`src/rtl/reflet_pkg.sv`:
```
// Shared constants for the Reflet register bank: fixed register indices and
// the stack-pointer operation encoding.
package reflet_pkg;
    localparam int WR_ID    = 0;
    localparam int SR_ID    = 1;
    localparam int PC_ID    = 2;
    localparam int SP_ID    = 3;
    localparam int GP_START = 4;

    typedef enum logic [1:0] {
        SP_NONE = 2'b00,
        SP_INC  = 2'b01,
        SP_DEC  = 2'b10,
        SP_RSVD = 2'b11
    } sp_op_e;
endpackage

```
`src/rtl/reflet_regbank_if.sv`:
```
// Bus between the CPU top/execution units (master) and the register bank (slave):
// write-back sources, commit control, read ports and register views.
interface reflet_regbank_if #(
    parameter int wordsize = 16,
    parameter int nregs    = 16,
    parameter int nsrc     = 3
);
    localparam int iw = $clog2(nregs);

    logic [nsrc-1:0]          src_valid;
    logic [nsrc*iw-1:0]       src_index;
    logic [nsrc*wordsize-1:0] src_data;
    logic                     commit;
    logic [1:0]               sp_op;
    logic                     pc_step;
    logic                     irq_take;
    logic [wordsize-1:0]      irq_vector;
    logic                     halt_req;
    logic [iw-1:0]            rd_index_a;
    logic [iw-1:0]            rd_index_b;
    logic [wordsize-1:0]      rd_data_a;
    logic [wordsize-1:0]      rd_data_b;
    logic [wordsize-1:0]      wr_q;
    logic [wordsize-1:0]      sr_q;
    logic [wordsize-1:0]      pc_q;
    logic [wordsize-1:0]      sp_q;
    logic                     halted;
    logic                     conflict;

    modport master (
        output src_valid, src_index, src_data, commit, sp_op, pc_step,
               irq_take, irq_vector, halt_req, rd_index_a, rd_index_b,
        input  rd_data_a, rd_data_b, wr_q, sr_q, pc_q, sp_q, halted, conflict
    );

    modport slave (
        input  src_valid, src_index, src_data, commit, sp_op, pc_step,
               irq_take, irq_vector, halt_req, rd_index_a, rd_index_b,
        output rd_data_a, rd_data_b, wr_q, sr_q, pc_q, sp_q, halted, conflict
    );
endinterface

```
`src/rtl/reflet_wb_merge.sv`:
```
// Combinational nsrc-way write-back merge feeding the staging flops.
// With REFLET_REGBANK_CONFLICT_EN the lowest valid source wins and multi flags collisions.
module reflet_wb_merge #(
    parameter int wordsize = 16,
    parameter int iw       = 4,
    parameter int nsrc     = 3
) (
    input  logic [nsrc-1:0]          src_valid,
    input  logic [nsrc*iw-1:0]       src_index,
    input  logic [nsrc*wordsize-1:0] src_data,
    output logic                     m_valid,
    output logic [iw-1:0]            m_index,
    output logic [wordsize-1:0]      m_data,
    output logic                     multi
);
    always_comb begin
        m_valid = |src_valid;
        m_index = '0;
        m_data  = '0;
        multi   = 1'b0;
`ifdef REFLET_REGBANK_CONFLICT_EN
        multi = ($countones(src_valid) > 1);
        // Walk downwards so the lowest-numbered valid source is the last assignment.
        for (int k = nsrc - 1; k >= 0; k--) begin
            if (src_valid[k]) begin
                m_index = src_index[k*iw +: iw];
                m_data  = src_data[k*wordsize +: wordsize];
            end
        end
`else
        for (int k = 0; k < nsrc; k++) begin
            if (src_valid[k]) begin
                m_index = m_index | src_index[k*iw +: iw];
                m_data  = m_data  | src_data[k*wordsize +: wordsize];
            end
        end
`endif
    end
endmodule

```
`src/rtl/reflet_regbank.sv`:
```
// Reflet register bank: staged write-back, SP/PC/IRQ/halt handling under commit.
// Optional collision detection and priority merge via REFLET_REGBANK_CONFLICT_EN.
module reflet_regbank
    import reflet_pkg::*;
#(
    parameter int wordsize = 16,
    parameter int nregs    = 16,
    parameter int nsrc     = 3
) (
    input  logic             clk,
    input  logic             reset,
    input  logic             enable,
    reflet_regbank_if.slave  bus
);
    localparam int iw = $clog2(nregs);
    localparam logic [wordsize-1:0] SP_STEP = wordsize'(wordsize / 8);

    logic [wordsize-1:0] regs [nregs];
    logic                stage_valid;
    logic [iw-1:0]       stage_index;
    logic [wordsize-1:0] stage_data;
    logic                halted_q;
    logic                conflict_q;

    logic                m_valid;
    logic [iw-1:0]       m_index;
    logic [wordsize-1:0] m_data;
    logic                multi;
    logic                adv;
    logic [wordsize-1:0] sp_next;

    reflet_wb_merge #(.wordsize(wordsize), .iw(iw), .nsrc(nsrc)) u_merge (
        .src_valid (bus.src_valid),
        .src_index (bus.src_index),
        .src_data  (bus.src_data),
        .m_valid   (m_valid),
        .m_index   (m_index),
        .m_data    (m_data),
        .multi     (multi)
    );

    assign adv = enable && !halted_q;

    always_comb begin
        sp_next = regs[SP_ID];
        case (bus.sp_op)
            SP_INC:  sp_next = regs[SP_ID] + SP_STEP;
            SP_DEC:  sp_next = regs[SP_ID] - SP_STEP;
            default: sp_next = regs[SP_ID];
        endcase
    end

    always_ff @(posedge clk or posedge reset) begin
        if (reset) begin
            for (int i = 0; i < nregs; i++) regs[i] <= '0;
            stage_valid <= 1'b0;
            stage_index <= '0;
            stage_data  <= '0;
            halted_q    <= 1'b0;
            conflict_q  <= 1'b0;
        end else if (adv) begin
            stage_valid <= m_valid;
            stage_index <= m_index;
            stage_data  <= m_data;
            conflict_q  <= conflict_q | multi;
            if (bus.commit) begin
                if (bus.irq_take) begin
                    regs[PC_ID] <= bus.irq_vector;
                end else begin
                    regs[SP_ID] <= sp_next;
                    // Later assignment lets a staged write to sp override sp_op.
                    if (stage_valid) regs[stage_index] <= stage_data;
                    if (bus.halt_req) halted_q <= 1'b1;
                end
            end else if (bus.pc_step) begin
                regs[PC_ID] <= regs[PC_ID] + 1'b1;
            end
        end
    end

    assign bus.rd_data_a = regs[bus.rd_index_a];
    assign bus.rd_data_b = regs[bus.rd_index_b];
    assign bus.wr_q      = regs[WR_ID];
    assign bus.sr_q      = regs[SR_ID];
    assign bus.pc_q      = regs[PC_ID];
    assign bus.sp_q      = regs[SP_ID];
    assign bus.halted    = halted_q;
    assign bus.conflict  = conflict_q;
endmodule

```
`src/flat_wrapper.sv`:
```
// flat-port wrapper written by rule: the top's interface ports become plain ports
module reflet_regbank_flat import reflet_pkg::*;
#(
    parameter int wordsize = 16,
    parameter int nregs    = 16,
    parameter int nsrc     = 3
)
  (clk, reset, enable, bus_src_valid, bus_src_index, bus_src_data, bus_commit, bus_sp_op, bus_pc_step, bus_irq_take, bus_irq_vector, bus_halt_req, bus_rd_index_a, bus_rd_index_b, bus_rd_data_a, bus_rd_data_b, bus_wr_q, bus_sr_q, bus_pc_q, bus_sp_q, bus_halted, bus_conflict);
  reflet_regbank_if #(.wordsize(wordsize), .nregs(nregs), .nsrc(nsrc)) bus_i ();
  input  logic clk;
  input  logic reset;
  input  logic enable;
  input wire logic [$bits(bus_i.src_valid)-1:0] bus_src_valid;
  input wire logic [$bits(bus_i.src_index)-1:0] bus_src_index;
  input wire logic [$bits(bus_i.src_data)-1:0] bus_src_data;
  input wire logic [$bits(bus_i.commit)-1:0] bus_commit;
  input wire logic [$bits(bus_i.sp_op)-1:0] bus_sp_op;
  input wire logic [$bits(bus_i.pc_step)-1:0] bus_pc_step;
  input wire logic [$bits(bus_i.irq_take)-1:0] bus_irq_take;
  input wire logic [$bits(bus_i.irq_vector)-1:0] bus_irq_vector;
  input wire logic [$bits(bus_i.halt_req)-1:0] bus_halt_req;
  input wire logic [$bits(bus_i.rd_index_a)-1:0] bus_rd_index_a;
  input wire logic [$bits(bus_i.rd_index_b)-1:0] bus_rd_index_b;
  output wire logic [$bits(bus_i.rd_data_a)-1:0] bus_rd_data_a;
  output wire logic [$bits(bus_i.rd_data_b)-1:0] bus_rd_data_b;
  output wire logic [$bits(bus_i.wr_q)-1:0] bus_wr_q;
  output wire logic [$bits(bus_i.sr_q)-1:0] bus_sr_q;
  output wire logic [$bits(bus_i.pc_q)-1:0] bus_pc_q;
  output wire logic [$bits(bus_i.sp_q)-1:0] bus_sp_q;
  output wire logic [$bits(bus_i.halted)-1:0] bus_halted;
  output wire logic [$bits(bus_i.conflict)-1:0] bus_conflict;
  assign bus_i.src_valid = bus_src_valid;
  assign bus_i.src_index = bus_src_index;
  assign bus_i.src_data = bus_src_data;
  assign bus_i.commit = bus_commit;
  assign bus_i.sp_op = bus_sp_op;
  assign bus_i.pc_step = bus_pc_step;
  assign bus_i.irq_take = bus_irq_take;
  assign bus_i.irq_vector = bus_irq_vector;
  assign bus_i.halt_req = bus_halt_req;
  assign bus_i.rd_index_a = bus_rd_index_a;
  assign bus_i.rd_index_b = bus_rd_index_b;
  assign bus_rd_data_a = bus_i.rd_data_a;
  assign bus_rd_data_b = bus_i.rd_data_b;
  assign bus_wr_q = bus_i.wr_q;
  assign bus_sr_q = bus_i.sr_q;
  assign bus_pc_q = bus_i.pc_q;
  assign bus_sp_q = bus_i.sp_q;
  assign bus_halted = bus_i.halted;
  assign bus_conflict = bus_i.conflict;
  reflet_regbank #(.wordsize(wordsize), .nregs(nregs), .nsrc(nsrc)) u_core (.clk(clk), .reset(reset), .enable(enable), .bus(bus_i));
endmodule
```
`config.mk`:
```
export PLATFORM = sky130hd
export DESIGN_NAME = reflet_regbank_flat
export DESIGN_NICKNAME = d
export VERILOG_FILES = /design/src/rtl/reflet_pkg.sv /design/src/rtl/reflet_regbank_if.sv /design/src/rtl/reflet_wb_merge.sv /design/src/rtl/reflet_regbank.sv /design/src/flat_wrapper.sv
export SDC_FILE = /design/constraint.sdc
export NUM_CORES = 1
export LEC_CHECK = 0
export BUFFER_PORTS_ARGS = -buffer_cell sky130_fd_sc_hd__buf_4
export CAP_MARGIN = 20
export CORE_AREA = 3 3 179 181
export DETAILED_ROUTE_END_ITERATION = 10
export DIE_AREA = 0 0 182 184
export GPL_ROUTABILITY_DRIVEN = 0
export PLACE_DENSITY = 0.83
export RECOVER_POWER = 25
export SLEW_MARGIN = 25
export SYNTH_ARGS = -nofsm -noshare
export SYNTH_HDL_FRONTEND = slang
export SYNTH_SLANG_ARGS = --single-unit
```
`constraint.sdc`:
```
create_clock -name clk -period 11.76 [get_ports clk]
set_clock_uncertainty 0.1 [all_clocks]
set_input_delay 0.588 -clock clk [delete_from_list [all_inputs] [get_ports clk]]
set_output_delay 0.588 -clock clk [all_outputs]
set_load 0.01 [all_outputs]
```
Word level (Yosys, flattened, before mapping)
Index checks and enable logic that the tools add are counted.
{"block": "totals", "ff_bits": 278, "out_inout_bits": 98, "word_cells": 67}
{"block": "op_classes", "bitwise": 8, "n_addsub": 3, "n_eq_ne": 3, "reduce_logical": 9, "order_cmp": 4, "muxes": 20}
{"operator": "256-bit bitwise mux", "count": 1}
{"operator": "224-bit 2-to-1 mux", "count": 1}
{"operator": "16-bit 2-to-1 mux", "count": 11}
{"operator": "16-bit binary-select mux with 4-bit select", "count": 2}
{"operator": "16-bit demux with 4-bit select", "count": 1}
{"operator": "16-bit bitwise OR", "count": 2}
{"operator": "16-bit case mux with 2 select lines", "count": 1}
{"operator": "16-bit by 1-bit adder with 16-bit output (second input constant)", "count": 1}
{"operator": "16-bit by 2-bit adder with 16-bit output (second input constant)", "count": 1}
{"operator": "16-bit by 2-bit subtractor with 16-bit output (second input constant)", "count": 1}
{"operator": "5-bit greater-or-equal comparator (second input constant)", "count": 3}
{"operator": "4-bit inverter with 5-bit output", "count": 3}
{"operator": "4-bit 2-to-1 mux", "count": 3}
{"operator": "4-bit bitwise OR", "count": 2}
{"operator": "4-bit AND reduction", "count": 2}
{"operator": "3-bit AND reduction", "count": 2}
{"operator": "5-bit by 1-bit < comparator with 1-bit output (second input constant)", "count": 1}
{"operator": "3-bit by 1-bit != test with 1-bit output (second input constant)", "count": 1}
{"operator": "3-bit OR reduction", "count": 1}
{"operator": "2-bit by 1-bit equality test with 1-bit output (second input constant)", "count": 1}
{"operator": "2-bit equality test (second input constant)", "count": 1}
{"operator": "1-bit logical AND", "count": 2}
{"operator": "2-bit nonzero test", "count": 1}
{"operator": "1-bit zero test", "count": 1}
{"operator": "1-bit inverter", "count": 1}

Longest topological paths before layout
{"block": "depth", "depth_word": 9, "mapped_depth": 14, "depth_no_buf": 10}

Modules after synthesis
A second synthesis with hierarchy kept.
{"block": "hier_totals", "hier_cells": 1255, "hier_area_um2": 17005.1}
{"mod": "reflet_regbank", "area_per_inst_um2": 16673.5, "n_inst": 1, "cells_per_inst": 1206}
{"mod": "reflet_wb_merge", "area_per_inst_um2": 331.6, "n_inst": 1, "cells_per_inst": 49}

Worst setup path after synthesis
Ideal clock, no wire load.
{"block": "synth_timing", "path_type": "input to register", "startpoint": "in bus_sp_op[0]", "endpoint": "reg u_core.regs (netlist bit u_core.bus.sp_q[15])", "path_buffers": 4, "setup_ns": 0.137, "required_time_ns": 11.523, "cell_stages": 14, "setup_slack_ns": 8.276, "arrival_ns": 3.247, "path_cell_list": "inv_1 -> ha_1 -> buf_2 -> buf_4 -> buf_4 -> buf_2 -> xor2_1 -> ha_1 -> and4b_1 -> a2111oi_4 -> o21ai_1 -> a41o_1 -> o21a_1 -> a2bb2oi_1"}
{"block": "synth_between", "elab_chain_len": 4, "word_cells_on_any_way": 5, "cone_classes": "2 x eq/ne; 3 x mux"}
{"item": "from (decl)", "line": "flat_wrapper.sv:17", "source": "input wire logic [$bits(bus_i.sp_op)-1:0] bus_sp_op;"}
{"item": "2-bit equality test or 2-bit by 1-bit equality test with 1-bit output (tied branches)", "line": "reflet_regbank.sv:46", "source": "case (bus.sp_op)"}
{"item": "16-bit case mux with 2 select lines *", "line": "reflet_regbank.sv:46"}
{"item": "256-bit bitwise mux", "line": "reflet_regbank.sv:72", "source": "if (stage_valid) regs[stage_index] <= stage_data;"}
{"item": "224-bit 2-to-1 mux *", "line": "reflet_regbank.sv:72"}
{"item": "to (signal, indexed assignment)", "line": "reflet_regbank.sv:70", "source": "regs[SP_ID] <= sp_next;"}
{"item": "to (signal, indexed assignment)", "line": "reflet_regbank.sv:72"}
{"item": "to (signal, indexed assignment)", "line": "reflet_regbank.sv:76", "source": "regs[PC_ID] <= regs[PC_ID] + 1'b1;"}
{"item": "to (decl)", "line": "reflet_regbank.sv:18", "source": "logic [wordsize-1:0] regs [nregs];"}
Mark *: on every way between the ends. The rest lies on a longest branch, timed or not. The select of a mux whose other input is x is not followed.
A chain may end at the register's enable or synchronous reset.

Final worst setup path
{"block": "layout_timing", "startpoint": "reg u_core.halted_q, in the netlist u_core.bus.halted", "endpoint": "reg u_core.regs[18] (netlist name)"}
{"block": "layout_between", "elab_chain_len": 3}
{"item": "from (decl)", "line": "reflet_regbank.sv:22", "source": "logic halted_q;"}
{"item": "from (signal assigned)", "line": "reflet_regbank.sv:59", "source": "halted_q <= 1'b0;"}
{"item": "from (signal assigned)", "line": "reflet_regbank.sv:73", "source": "if (bus.halt_req) halted_q <= 1'b1;"}
{"item": "1-bit zero test", "line": "reflet_regbank.sv:42", "source": "assign adv = enable && !halted_q;"}
{"item": "1-bit logical AND", "line": "reflet_regbank.sv:42"}
{"item": "4-bit AND reduction (no source line)"}
{"item": "to (signal, indexed assignment)", "line": "reflet_regbank.sv:68", "source": "regs[PC_ID] <= bus.irq_vector;"}
{"item": "to (signal, indexed assignment)", "line": "reflet_regbank.sv:70"}
{"item": "to (signal, indexed assignment)", "line": "reflet_regbank.sv:72"}
Every way passes these cells.

==> results.yml <==
outcome:
  status: "finished, violations left"
  failed_checks: "capacitance limit, slew limit"
critical_path:
  rr_startpoint: "u_core.bus.halted"
  cp.arrival_ps: 4680
  crit_required_ps: 12090
  worstPathMaxFanout: 45
  end_kind: "register"
  crit_path_start_kind: "register"
  critPathKind: "reg2reg"
  crit_path_start: "u_core.bus.halted"
hold_path:
  hp-class: "in2reg"
  hp-start: "bus_halt_req"
floorplanning:
  dieWidth_um: 182
  core.rowCount: 64
  die_h_um: 184
  io_pins: 194
  die_area_um2: 33490
  start_util: 0.5497
  coreArea_um2: 30590
timing:
  grt_setup_unrepaired: "no"
  worst_pin_slew_ps: 5267
  post-route-min-period_ps: 4354
  fin_crit_sh: 0.3703
  finalHoldViolations: 0
  tns_ps: 0
  fmax_mhz: 229.7
  setup_viol: 0
  fin_ws_ps: 7406
  worst_slew_margin_rel: -2.531
  drv_slew: 168
drt:
  drc: 0
  first_pass_iters: 6
  avgViaCountPerCell: 6.929
  drt-total-wl_um: 48430
  ant_nets: 0
  wl_per_cell_um: 27.61
  routed-via-count: 12154
  first_iter_violations: 1619
cts:
  ctsHoldBuffers: 0
  clockBufferDepth: 3
  cts_repair_resize_count: 0
  cts_tree: "yes"
  numClockSinks: 278
  cts_setup_buffers: 0
  clock_latency_ps: 560
  clkTransAtPathRegs_ps: 60
  h-tree-depth: 1
  root_buffer: "clkbuf_16"
  cts_buffers: 29
grt:
  grtUsageMet1: 0.3734
  grt_pass1_vias: 12160
  use_met3: 0.07123
  grt_overflow_total: 0
  met2_usage: 0.4628
  grt_max_degree: 159
  antenna_found_initial: 0
  track_usage: 0.2852
  grt_first_pass_wirelength_um: 73440
  grt-busiest-layer: "met2"
pwr:
  p_per_area_nw_per_um2: 192.2
  p_leak_nw: 8.414
  irDropWorstVdd_mv: 0.1357
placed_design:
  hpwl_um: 31480
  post-place-ws_ps: 7935
  io_buffers: 192
  dpl-instance-area_um2: 17880
synthesis:
  synthArstFlopShare: 1.000
  syn_nets: 1383
  yosysSeqAreaShare: 0.4137
  ys_ff_latch: 278
  synth_cell_types: 80
  avgSynthCellArea_um2: 13.11
  synth_edf_count: 0
  ys.flop_type: "dfrtp_1"
  netlist_instances: 1283
  syn-cell-area_um2: 16820
  ys_warn_count: 0
finish:
  drive_above_1_share: 0.4912
  final_area_um2: 18860
  num_antenna_cells: 0
  fin_nets: 1436
  area_growth_pct: 12.15
flow_run:
  cap_violations: 2
-- layout make-up --
class / instances / area (µm²)
Timing Repair Buffer: 206 / 1559
Clock inverter: 13 / 156.4
Multi-Input combinational cell: 810 / 8812
Sequential cell: 278 / 6957
Fill cell: 2267 / 11730
Clock buffer: 40 / 837.1
Tap cell: 396 / 495.5
Inverter: 11 / 42.54
-- flip-flops by register name (all words and copies together), names as in the netlist --
name	flops
u_core.bus.sr_q	16
u_core.stage_data	16
u_core.stage_index	4
u_core.stage_valid	1
u_core.bus.wr_q	16
u_core.bus.halted	1
u_core.regs	192
u_core.bus.sp_q	16
u_core.bus.pc_q	16
-- cell usage in the layout (no fill, tap or decap), types with 5 or more instances in the layout --
master	netlist	layout
nor2_1	40	40
mux2i_1	6	6
xnor2_1	6	6
clkbuf_1	65	6
o21ai_1	6	6
buf_4	73	200
dfrtp_1	278	278
a31oi_1	9	9
o22ai_1	9	9
o211ai_1	7	7
nand4_1	10	10
nor3_1	5	5
nor4_1	5	5
mux4_2	160	160
o21ai_0	61	61
clkinvlp_4	0	5
mux2_2	225	225
nand2_1	81	79
nor2_2	7	6
inv_1	11	10
nand2b_1	8	8
clkbuf_8	0	7
a21oi_1	30	30
clkbuf_16	0	29
a2bb2oi_1	9	9
nor3b_1	5	5
a222oi_1	20	20
nand3_1	9	9
-- power breakdown --
group	total, mW	internal (mW)	switching (mW)
registers	1.63	1.17	0.460
logic	1.04	0.599	0.441
clock network	0.954	0.562	0.392
-- through the flow --
| stage | total power, mW | util | instances | hold slack, ps |
|---|---|---|---|---|
| floorplan | 2.269 | - | 1283 | 371.2 |
| global placement | 2.598 | 0.5837 | 1700 | 359.1 |
| detailed placement | 2.656 | 0.5844 | 1701 | 398.1 |
| CTS | 3.610 | 0.6169 | 1754 | 129.0 |
| global route | 3.769 | 0.6165 | 1754 | 135.7 |
| finish | 3.625 | 0.6165 | 1754 | 141.3 |
-- logic make-up (layout without fill, tap and decap cells) --
| family | count (synthesis) | count (layout) | synth area share |
|---|---|---|---|
| fa+ha+maj | 4 | 4 | 0.002976 |
| flops | 278 | 278 | 0.4137 |
| compound gates | 192 | 192 | 0.07872 |
| simple gates | 210 | 210 | 0.06644 |
| buf+inv | 195 | 270 | 0.06287 |
| mux | 393 | 393 | 0.3699 |
| xor+xnor | 10 | 10 | 0.005208 |
| other cells | 1 | 1 | 0.0002230 |
-- cell usage after synthesis (10+ instances only) --
| cell | instances | area, µm² |
|---|---|---|
| a21oi_1 | 30 | 150.1 |
| a222oi_1 | 20 | 200.2 |
| buf_2 | 40 | 200.2 |
| buf_4 | 73 | 548.0 |
| clkbuf_1 | 65 | 244.0 |
| dfrtp_1 | 278 | 6957 |
| inv_1 | 11 | 41.29 |
| mux2_2 | 225 | 2534 |
| mux4_2 | 160 | 3603 |
| nand2_1 | 81 | 304.0 |
| nand4_1 | 10 | 62.56 |
| nor2_1 | 40 | 150.1 |
| o21ai_0 | 61 | 305.3 |
-- metal layers --
layer	share of wire	wire (µm)
met1	0.37	17910
met5	0	0
met3	0.11	5304
met4	0.047	2278
met2	0.47	22940
-- worst paths after layout --
kind,to,slack [ps],cells past startpoint
worst max-delay path,u_core.regs[18],7410,7
worst min-delay path,u_core.bus.halted,140,2
worst max register to register,u_core.regs[18],7410,7
worst min register to register,u_core.bus.halted,410,1
max in group asynchronous,u_core.regs[5],7610,2
min in group asynchronous,u_core.stage_data[11],1540,2
-- critical path, cell delays in order (launching register included) --
cell and delay [ps]:
dfrtp_1 400, nand2b_1 140, clkbuf_1 770, nor2_2 300
clkbuf_1 860, and4_1 440, nand3b_2 650, mux2_2 540
No activity file was read; power rests on OpenSTA's default activity.
